### src/rtl/wr_resp_route_arb.sv
// wr_resp_route_arb
// Routes write responses from IN_NUM bank-side channels to OUT_NUM master-side
// channels. The destination master is txnid[TXNID_WIDTH-1:SEL_LSB]. Each output
// has a round-robin arbiter over all inputs followed by a FIFO_DEPTH-entry
// response buffer.
//
// Optional feature macro: WR_RESP_ROUTE_ERR_CHK_EN
//   When defined, adds err_vld / err_txnid / err_clr. These record the txnid of
//   the first accepted response whose master id is out of range.
//   When undefined, such responses are accepted and dropped silently.
//
// Ports
//   clk, rst_n         clock, asynchronous active-low reset
//   in_vld/in_rdy      per-input response handshake
//   in_txnid, in_pld   per-input routing txnid and payload
//   out_vld/out_rdy    per-output response handshake
//   out_pld            per-output payload (head of that output's buffer)
//   err_vld, err_txnid sticky out-of-range capture (macro only)
//   err_clr            clears the capture, wins over a same-cycle capture (macro only)
//
// Handshake: a transfer happens on a rising clk edge where vld && rdy are both
// high. A producer holds vld and its data stable until the transfer happens.
// in_rdy is driven only from in_vld, in_txnid and registered state; out_rdy
// never reaches in_rdy combinationally.
module wr_resp_route_arb #(
    parameter int IN_NUM      = 8,
    parameter int OUT_NUM     = 8,
    parameter int PLD_WIDTH   = 32,
    parameter int TXNID_WIDTH = 8,
    parameter int SEL_LSB     = 2,
    parameter int FIFO_DEPTH  = 2
) (
    input  logic                                  clk,
    input  logic                                  rst_n,
    input  logic [IN_NUM-1:0]                     in_vld,
    output logic [IN_NUM-1:0]                     in_rdy,
    input  logic [IN_NUM-1:0][TXNID_WIDTH-1:0]    in_txnid,
    input  logic [IN_NUM-1:0][PLD_WIDTH-1:0]      in_pld,
    output logic [OUT_NUM-1:0]                    out_vld,
    input  logic [OUT_NUM-1:0]                    out_rdy,
    output logic [OUT_NUM-1:0][PLD_WIDTH-1:0]     out_pld
`ifdef WR_RESP_ROUTE_ERR_CHK_EN
    ,
    output logic                                  err_vld,
    output logic [TXNID_WIDTH-1:0]                err_txnid,
    input  logic                                  err_clr
`endif
);

    localparam int IDX_W = (IN_NUM > 1) ? $clog2(IN_NUM) : 1;
    localparam int FP_W  = $clog2(FIFO_DEPTH);
    localparam int CNT_W = $clog2(FIFO_DEPTH + 1);

    // Registered state
    logic [OUT_NUM-1:0][IDX_W-1:0] rr_ptr;
    logic [OUT_NUM-1:0][FP_W-1:0]  wr_ptr;
    logic [OUT_NUM-1:0][FP_W-1:0]  rd_ptr;
    logic [OUT_NUM-1:0][CNT_W-1:0] count;
    logic [PLD_WIDTH-1:0]          mem [OUT_NUM][FIFO_DEPTH];

    // Combinational decode and arbitration
    logic [IN_NUM-1:0]              oor;
    logic [IN_NUM-1:0][OUT_NUM-1:0] req;
    logic [IN_NUM-1:0][OUT_NUM-1:0] gnt;
    logic [OUT_NUM-1:0]             gnt_any;
    logic [OUT_NUM-1:0][IDX_W-1:0]  gnt_idx;
    logic [OUT_NUM-1:0][PLD_WIDTH-1:0] win_pld;
    logic [OUT_NUM-1:0]             push;
    logic [OUT_NUM-1:0]             pop;

    // Request matrix: each input raises at most one request bit. An
    // out-of-range id raises none and is flagged for dropping instead.
    always_comb begin
        oor = '0;
        req = '0;
        for (int i = 0; i < IN_NUM; i++) begin
            if (int'(in_txnid[i][TXNID_WIDTH-1:SEL_LSB]) >= OUT_NUM) begin
                oor[i] = in_vld[i];
            end else begin
                for (int j = 0; j < OUT_NUM; j++) begin
                    req[i][j] = in_vld[i] && (int'(in_txnid[i][TXNID_WIDTH-1:SEL_LSB]) == j);
                end
            end
        end
    end

    // Round-robin: the first requester at or after rr_ptr, scanning cyclically.
    // A full buffer (registered count) grants nobody.
    always_comb begin : arb_comb
        int idx;
        idx     = 0;
        gnt     = '0;
        gnt_any = '0;
        gnt_idx = '0;
        for (int j = 0; j < OUT_NUM; j++) begin
            if (count[j] < CNT_W'(FIFO_DEPTH)) begin
                for (int k = 0; k < IN_NUM; k++) begin
                    idx = (int'(rr_ptr[j]) + k) % IN_NUM;
                    if (!gnt_any[j] && req[idx][j]) begin
                        gnt_any[j]   = 1'b1;
                        gnt_idx[j]   = IDX_W'(idx);
                        gnt[idx][j]  = 1'b1;
                    end
                end
            end
        end
    end

    always_comb begin
        for (int i = 0; i < IN_NUM; i++) begin
            in_rdy[i] = in_vld[i] && (oor[i] || (|gnt[i]));
        end
    end

    always_comb begin
        for (int j = 0; j < OUT_NUM; j++) begin
            win_pld[j] = in_pld[gnt_idx[j]];
            out_vld[j] = (count[j] != '0);
            out_pld[j] = mem[j][rd_ptr[j]];
            push[j]    = gnt_any[j];
            pop[j]     = out_vld[j] && out_rdy[j];
        end
    end

    // Pointers and counts. Pointers wrap explicitly so FIFO_DEPTH need not be
    // a power of two.
    always_ff @(posedge clk or negedge rst_n) begin
        if (!rst_n) begin
            rr_ptr <= '0;
            wr_ptr <= '0;
            rd_ptr <= '0;
            count  <= '0;
        end else begin
            for (int j = 0; j < OUT_NUM; j++) begin
                if (gnt_any[j]) begin
                    rr_ptr[j] <= (gnt_idx[j] == IDX_W'(IN_NUM - 1)) ? '0 : gnt_idx[j] + 1'b1;
                end
                if (push[j]) begin
                    wr_ptr[j] <= (wr_ptr[j] == FP_W'(FIFO_DEPTH - 1)) ? '0 : wr_ptr[j] + 1'b1;
                end
                if (pop[j]) begin
                    rd_ptr[j] <= (rd_ptr[j] == FP_W'(FIFO_DEPTH - 1)) ? '0 : rd_ptr[j] + 1'b1;
                end
                if (push[j] && !pop[j]) begin
                    count[j] <= count[j] + 1'b1;
                end else if (!push[j] && pop[j]) begin
                    count[j] <= count[j] - 1'b1;
                end
            end
        end
    end

    // Payload storage needs no reset: out_vld masks stale entries.
    always_ff @(posedge clk) begin
        for (int j = 0; j < OUT_NUM; j++) begin
            if (push[j]) begin
                mem[j][wr_ptr[j]] <= win_pld[j];
            end
        end
    end

`ifdef WR_RESP_ROUTE_ERR_CHK_EN
    logic                   err_hit;
    logic [TXNID_WIDTH-1:0] err_pick;

    // Lowest-index out-of-range input supplies the captured txnid.
    always_comb begin
        err_hit  = 1'b0;
        err_pick = '0;
        for (int i = 0; i < IN_NUM; i++) begin
            if (!err_hit && oor[i]) begin
                err_hit  = 1'b1;
                err_pick = in_txnid[i];
            end
        end
    end

    always_ff @(posedge clk or negedge rst_n) begin
        if (!rst_n) begin
            err_vld   <= 1'b0;
            err_txnid <= '0;
        end else if (err_clr) begin
            err_vld   <= 1'b0;
            err_txnid <= '0;
        end else if (!err_vld && err_hit) begin
            err_vld   <= 1'b1;
            err_txnid <= err_pick;
        end
    end
`endif

endmodule
### config.mk
export PLATFORM = sky130hd
export DESIGN_NAME = wr_resp_route_arb
export DESIGN_NICKNAME = d
export VERILOG_FILES = /design/src/rtl/wr_resp_route_arb.sv
export SDC_FILE = /design/constraint.sdc
export NUM_CORES = 2
export LEC_CHECK = 0
export ABC_CLOCK_PERIOD_IN_PS = 8050
export CELL_PAD_IN_SITES_DETAIL_PLACEMENT = 1
export CELL_PAD_IN_SITES_GLOBAL_PLACEMENT = 1
export CORE_ASPECT_RATIO = 1.75
export CORE_MARGIN = 1
export CORE_UTILIZATION = 40
export DETAILED_ROUTE_END_ITERATION = 8
export PLACE_DENSITY = 0.74
export SYNTH_ARGS = -nofsm -noshare
export SYNTH_HDL_FRONTEND = slang
export SYNTH_SLANG_ARGS = --single-unit
### constraint.sdc
create_clock -name clk -period 8.05 [get_ports clk]
set_input_delay 1.61 -clock clk [delete_from_list [all_inputs] [get_ports clk]]
set_output_delay 1.61 -clock clk [all_outputs]
set_load 0.03 [all_outputs]
Yosys cells after proc, flatten, opt, wreduce, memory -nomap -nowiden
Memory sizes are Yosys's and may differ from the RTL's.
Index checks and enable logic that the tools add are counted.
Widths: inputs -> output; s select.
{"block": "word_totals", "word_cells": 1664, "memories": 1, "romBits": 0, "regBits": 56, "output_inout_bits": 272, "latch_bits": 0, "mem_bits_rw": 512}
{"name": "mem", "words": 8, "width": 64, "read_ports": 8, "rd_clocked_by_memory_dff": 0, "wr": 8, "line": "59", "source": "logic [PLD_WIDTH-1:0] mem [OUT_NUM][FIFO_DEPTH];"}
{"block": "classes", "div_mod_pow": 0, "shifts": 0, "reduce_logical": 392, "order_cmp": 176, "n_bitwise": 135, "add_sub_neg": 96, "mux": 768, "mul": 0, "n_eq_ne": 64}
{"op": "$mux 64", "n": 136}
{"op": "$or 64x64->64", "n": 63}
{"op": "$bmux 8 s3", "n": 64}
{"op": "$demux 8 s3", "n": 64}
{"op": "$mux 32", "n": 40}
{"op": "$bmux 32 s3", "n": 8}
{"op": "$mux 3", "n": 103}
{"op": "$lt 4x5->1 const B", "n": 56}
{"op": "$demux 32 s1", "n": 8}
{"op": "$mux 8", "n": 31}
{"op": "$ge 4x1->1 const B", "n": 56}
{"op": "$logic_and 1x1->1", "n": 224}
{"op": "$eq 6x4->1 const B", "n": 32}
{"op": "$mux 1", "n": 183}
{"op": "$reduce_or 3->1", "n": 56}
{"op": "$mux 7", "n": 23}
{"op": "$mux 6", "n": 23}
{"op": "$mux 5", "n": 23}
{"op": "$add 3x3->3 const B", "n": 32}
{"op": "$eq 6x3->1 const B", "n": 16}
{"op": "$mux 4", "n": 23}
{"op": "$mux 2", "n": 39}
{"op": "$logic_not 1->1", "n": 72}
{"op": "$lt 3x4->1 const B", "n": 16}
{"op": "18 further kinds", "n": 240}

Longest topological paths before layout
{"block": "logic_depth", "ltp_word": 206, "ltp_mapped": 22, "ltp_nobuf": 15}

Worst setup path after synthesis
Ideal clock, no wire load.
{"block": "synth_timing", "kind": "in2out", "startpoint": "in in_txnid[61] in the netlist's numbering", "endpoint": "out in_rdy[7]", "path_slack_ns": 1.125, "cell_stages": 14, "arrival_ns": 5.315, "cell_sequence": "or4b_1 buf_2 or4_1 o21a_1 a221oi_2 or4_1 buf_2 and3b_1 clkbuf_1 nand2_1 a31o_2 a221oi_1 or4_1 o41a_1"}
{"block": "synth_between", "elab_chain_len": 206, "elab_cells_between_ends": 621}
{"element": "from (decl)", "line": "37", "source": "input logic [IN_NUM-1:0][TXNID_WIDTH-1:0] in_txnid,"}
{"element": "branches (longest 204 deep; another with $ge 6x4->1)"}
{"element": "$logic_or 1x1->1 (*)", "line": "111", "source": "in_rdy[i] = in_vld[i] && (oor[i] || (|gnt[i]));"}
{"element": "$logic_and 1x1->1 (*)", "line": "111"}
{"element": "to (decl)", "line": "36", "source": "output logic [IN_NUM-1:0] in_rdy,"}
Mark *: on every way between the ends. The select of a mux whose other input is x is not followed.

Worst setup path in the final report
{"block": "layout_timing", "startpoint": "in in_txnid[5] in the netlist's numbering", "endpoint": "out in_rdy[3]"}
{"block": "layout_between", "elab_chain_len": 206, "elab_cells_between_ends": 620}
{"element": "branches (longest 2 deep; another with $ge 6x4->1)"}
{"element": "$mux 8 (*)", "line": "77", "source": "if (int'(in_txnid[i][TXNID_WIDTH-1:SEL_LSB]) >= OUT_NUM) begin"}
{"element": "$bmux 8 s3", "line": "99", "source": "if (!gnt_any[j] && req[idx][j]) begin"}
{"element": "$mux 1 (not written as such)", "line": "99"}
{"element": "$mux 1", "line": "99"}
{"element": "$mux 1", "line": "96", "source": "if (count[j] < CNT_W'(FIFO_DEPTH)) begin"}
{"element": "$logic_not 1->1", "line": "99"}
{"element": "$logic_and 1x1->1", "line": "99"}
{"element": "[... 189 more ...]"}
{"element": "$mux 64", "line": "99"}
{"element": "$mux 64", "line": "96"}
{"element": "$or 64x64->64 (no line)"}
{"element": "$mux 64", "line": "99"}
{"element": "$mux 64 (*)", "line": "96"}
{"element": "$reduce_or 8->1 (*)", "line": "111"}
{"element": "$logic_or 1x1->1 (*)", "line": "111"}
{"element": "$logic_and 1x1->1 (*)", "line": "111"}
Marked as above.

==> impl_metrics.py <==
metrics = {
    "die": {
        "initial_core_util_pct": 40.28,
        "ios": 610,
        "fp.dieH_um": 475.2,
        "rows": 173,
        "die_w_um": 272.4,
        "die-area_um2": 129500,
        "core_area_um2": 127100,
    },
    "timing": {
        "setup_tns_ns": 0,
        "fin_ws_ns": 0.03343,
        "skew_ns": 0.1072,
        "max_slew.worst_pin.slew_ns": 1.292,
        "setup_viol": 0,
        "whs_ns": 0.5138,
        "fin_crit_ns": 8.017,
        "rsz0062_at_grt": "yes",
        "max_clock_freq_mhz": 124.7,
        "final_hold_viol_count": 0,
        "slew_headroom_pct": 12.95,
        "post-route-period-util_pct": 99.58,
        "slew_violations": 0,
    },
    "global_routing": {
        "grt_pass1_vias": 52960,
        "overflow": 0,
        "grt_max_degree": 70,
        "grt_pass1_wl_um": 405800,
        "antenna_found_initial": 96,
        "grt_usage_pct": 44.56,
    },
    "logic_synthesis": {
        "syn-cell-area_um2": 51180,
        "synth.area.mux_share_pct": 36.45,
        "synth.distinct_cells": 102,
        "synth_area_leaders": "edfxtp_1, mux2i_1, mux2_2, mux4_2, nand2_1",
        "synth.avg_cell_area_um2": 10.31,
        "synth-seq-area-share_pct": 32.78,
        "ys.flop_type": "edfxtp_1",
        "async_flop_share_pct": 9.859,
        "synthAdderAreaFrac_pct": 1.613,
        "yosysMostFrequentCell": "mux2i_1",
        "synth_top_area_share_pct": 30.04,
        "synth-edff-count": 512,
        "synth_xor_area_share_pct": 1.318,
        "syn_nets": 5369,
        "ys_seq_elements": 568,
        "synth_cells": 4965,
        "synth_compound_area_share_pct": 10.95,
        "yosysWarnings": 0,
        "synthSimpleGateAreaFrac_pct": 12.66,
        "synth_largest_area_cell": "edfxtp_1",
        "synth.cells.most_frequent": "mux2i_1, nand2_1, edfxtp_1",
        "synth_top_family_by_area": "multiplexers",
    },
    "worst_setup_path": {
        "cp_max_fo": 7,
        "cpMostUsedCell": "buf_4",
        "end_kind": "primary output",
        "worstSetupStartpointType": "input pin",
        "critPathBufInv": 5,
        "cp.required_ns": 6.44,
        "cpPeakStageDelay_ns": 0.56,
        "cp_top_family": "buffers and inverters",
        "arrival_ns": 6.41,
        "slowest_stage": "or4b_1",
        "criticalPathCategory": "input pin to primary output",
        "worstPathCellList": "clkdlybuf4s50_1 > or4b_1 > buf_4 > or3_1 > mux2_2 > mux4_2 > buf_4 > and4_1 > a211oi_1 > a2111o_1 > o311ai_2 > buf_4 > o41a_1 > clkdlybuf4s15_1",
    },
    "placement": {
        "dp_cells": 7562,
        "dp_slack_ns": -0.5115,
        "io_buffers": 593,
        "dp_hpwl_um": 222500,
        "dpl_cell_area_um2": 63880,
        "routabilityCongestion": 1.060,
    },
    "route": {
        "drt_pass1_iterations": 6,
        "avgRoutedWirePerCell_um": 37.92,
        "vias": 51660,
        "avgViaCountPerCell": 6.680,
        "drt-total-wl_um": 293300,
        "drc": 0,
        "drt-initial-drc-count": 4683,
        "ant_nets": 0,
    },
    "power": {
        "peakVddDrop_uv": 484.0,
        "p_total_mw": 34.83,
        "p_per_area_nw_per_um2": 525.3,
        "power_leakage_nw": 27.34,
    },
    "clock_network": {
        "cts_buffer_depth": 3,
        "tritoncts": "built",
        "clkTransAtPathRegs_ns": 0.07,
        "numCtsBuffers": 58,
        "cts_htree_levels": 2,
        "cts_root_buffer": "clkbuf_16",
        "cts.sinks": 568,
        "clock_latency_ns": 0.76,
    },
    "run": {
        "drv_cap": 0,
    },
    "finish": {
        "drive_above_1_share_pct": 27.51,
        "syn_to_final_growth_pct": 29.54,
        "final_core_util_pct": 52.18,
        "fin_area_um2": 66300,
        "nets": 6368,
        "fillCellCount": 13860,
        "stdcell_count": 7734,
    },
    "worst_hold_path": {
        "hold_class": "flip-flop to flip-flop",
    },
    "outcome": {
        "status": "finished, final reports clean",
    },
}
[timing repair]
action                     4_1_cts  5_1_grt
pin swaps                        0        2
gates cloned                     0        0
setup buffers                    2        1
setup endpoints to repair        7        7
hold buffers                     0        0
resized for setup               26       37
[placed cells by master (no fill, tap or decap), drive strengths merged, types with 17 or more instances in the layout]
cell type        n
a211oi          35
a21oi          185
a221o           24
a221oi          38
a22o            29
a22oi           18
a31o            29
a31oi           25
a32oi           39
and2            29
and3            61
buf            763
clkbuf          65
clkdlybuf4s50  583
clkinv          37
dfrtp           56
diode           60
edfxtp         512
ha              66
inv             71
mux2           477
mux2i          976
mux4           156
nand2          588
nand2b          17
nand3          157
nand4           55
nor2           183
nor2b           30
nor3            77
nor4            36
o211ai          33
o21ai          165
o22ai           21
or2             23
xnor2           42
xor2            35
[final cells by class]
cell class	instances	area [µm²]	area share, %
clock buffers	63	1470	2.217
repair buffers	1352	12180	18.38
inverters	74	281.5	0.4246
well taps	1662	2079	3.136
clock inverters	45	561.8	0.8473
multi-input cells	3910	32790	49.45
diodes	60	150.1	0.2265
flip-flops and latches	568	16790	25.32
[registers in the layout, indices dropped and copies added, names as in the netlist]
| register | flops |
|---|---|
| mem | 512 |
| count | 16 |
| rd_ptr | 8 |
| rr_ptr | 24 |
| wr_ptr | 8 |
[logic make-up (layout without fill, tap and decap cells)]
logic type,count (synthesis),after routing
other,0,60
AND/OR/NAND/NOR,1349,1349
multiplexers,1609,1609
AO/OA/AOI/OAI,809,809
XOR/XNOR,77,77
buffers and inverters,487,1534
adder cells (fa/ha/maj),66,66
flip-flops,568,568
[worst paths after layout]
check / start / end / slack (ns) / cells past startpoint
max: in_txnid[5] / in_rdy[3] / 0.03 / 14
min: wr_ptr[1] / wr_ptr[1] / 0.51 / 1
max reg2reg: rr_ptr[7] / mem[0][190] / 1.58 / 13
min reg2reg: wr_ptr[1] / wr_ptr[1] / 0.51 / 1
max in group asynchronous: rst_n / rd_ptr[0] / 6.14 / 2
min in group asynchronous: rst_n / count[8] / 0.80 / 1
[metal layers]
metal | vias up | share of wire (%) | track usage [%]
met5 | - | 0.17 | 0
met4 | 80 | 14 | 49.00
met3 | 1397 | 9.4 | 15.10
met2 | 3088 | 46 | 72.85
met1 | 25870 | 30 | 41.51
li1 | 21230 | - | -
[report_power, final]
group | total (mW) | internal [mW] | switching, mW
Combinational | 25.9 | 9.46 | 16.4
Clock | 3.00 | 1.64 | 1.36
Sequential | 5.96 | 5.23 | 0.727
Total | 34.8 | 16.3 | 18.5
Note: power is estimated with default switching activity, not from simulation.
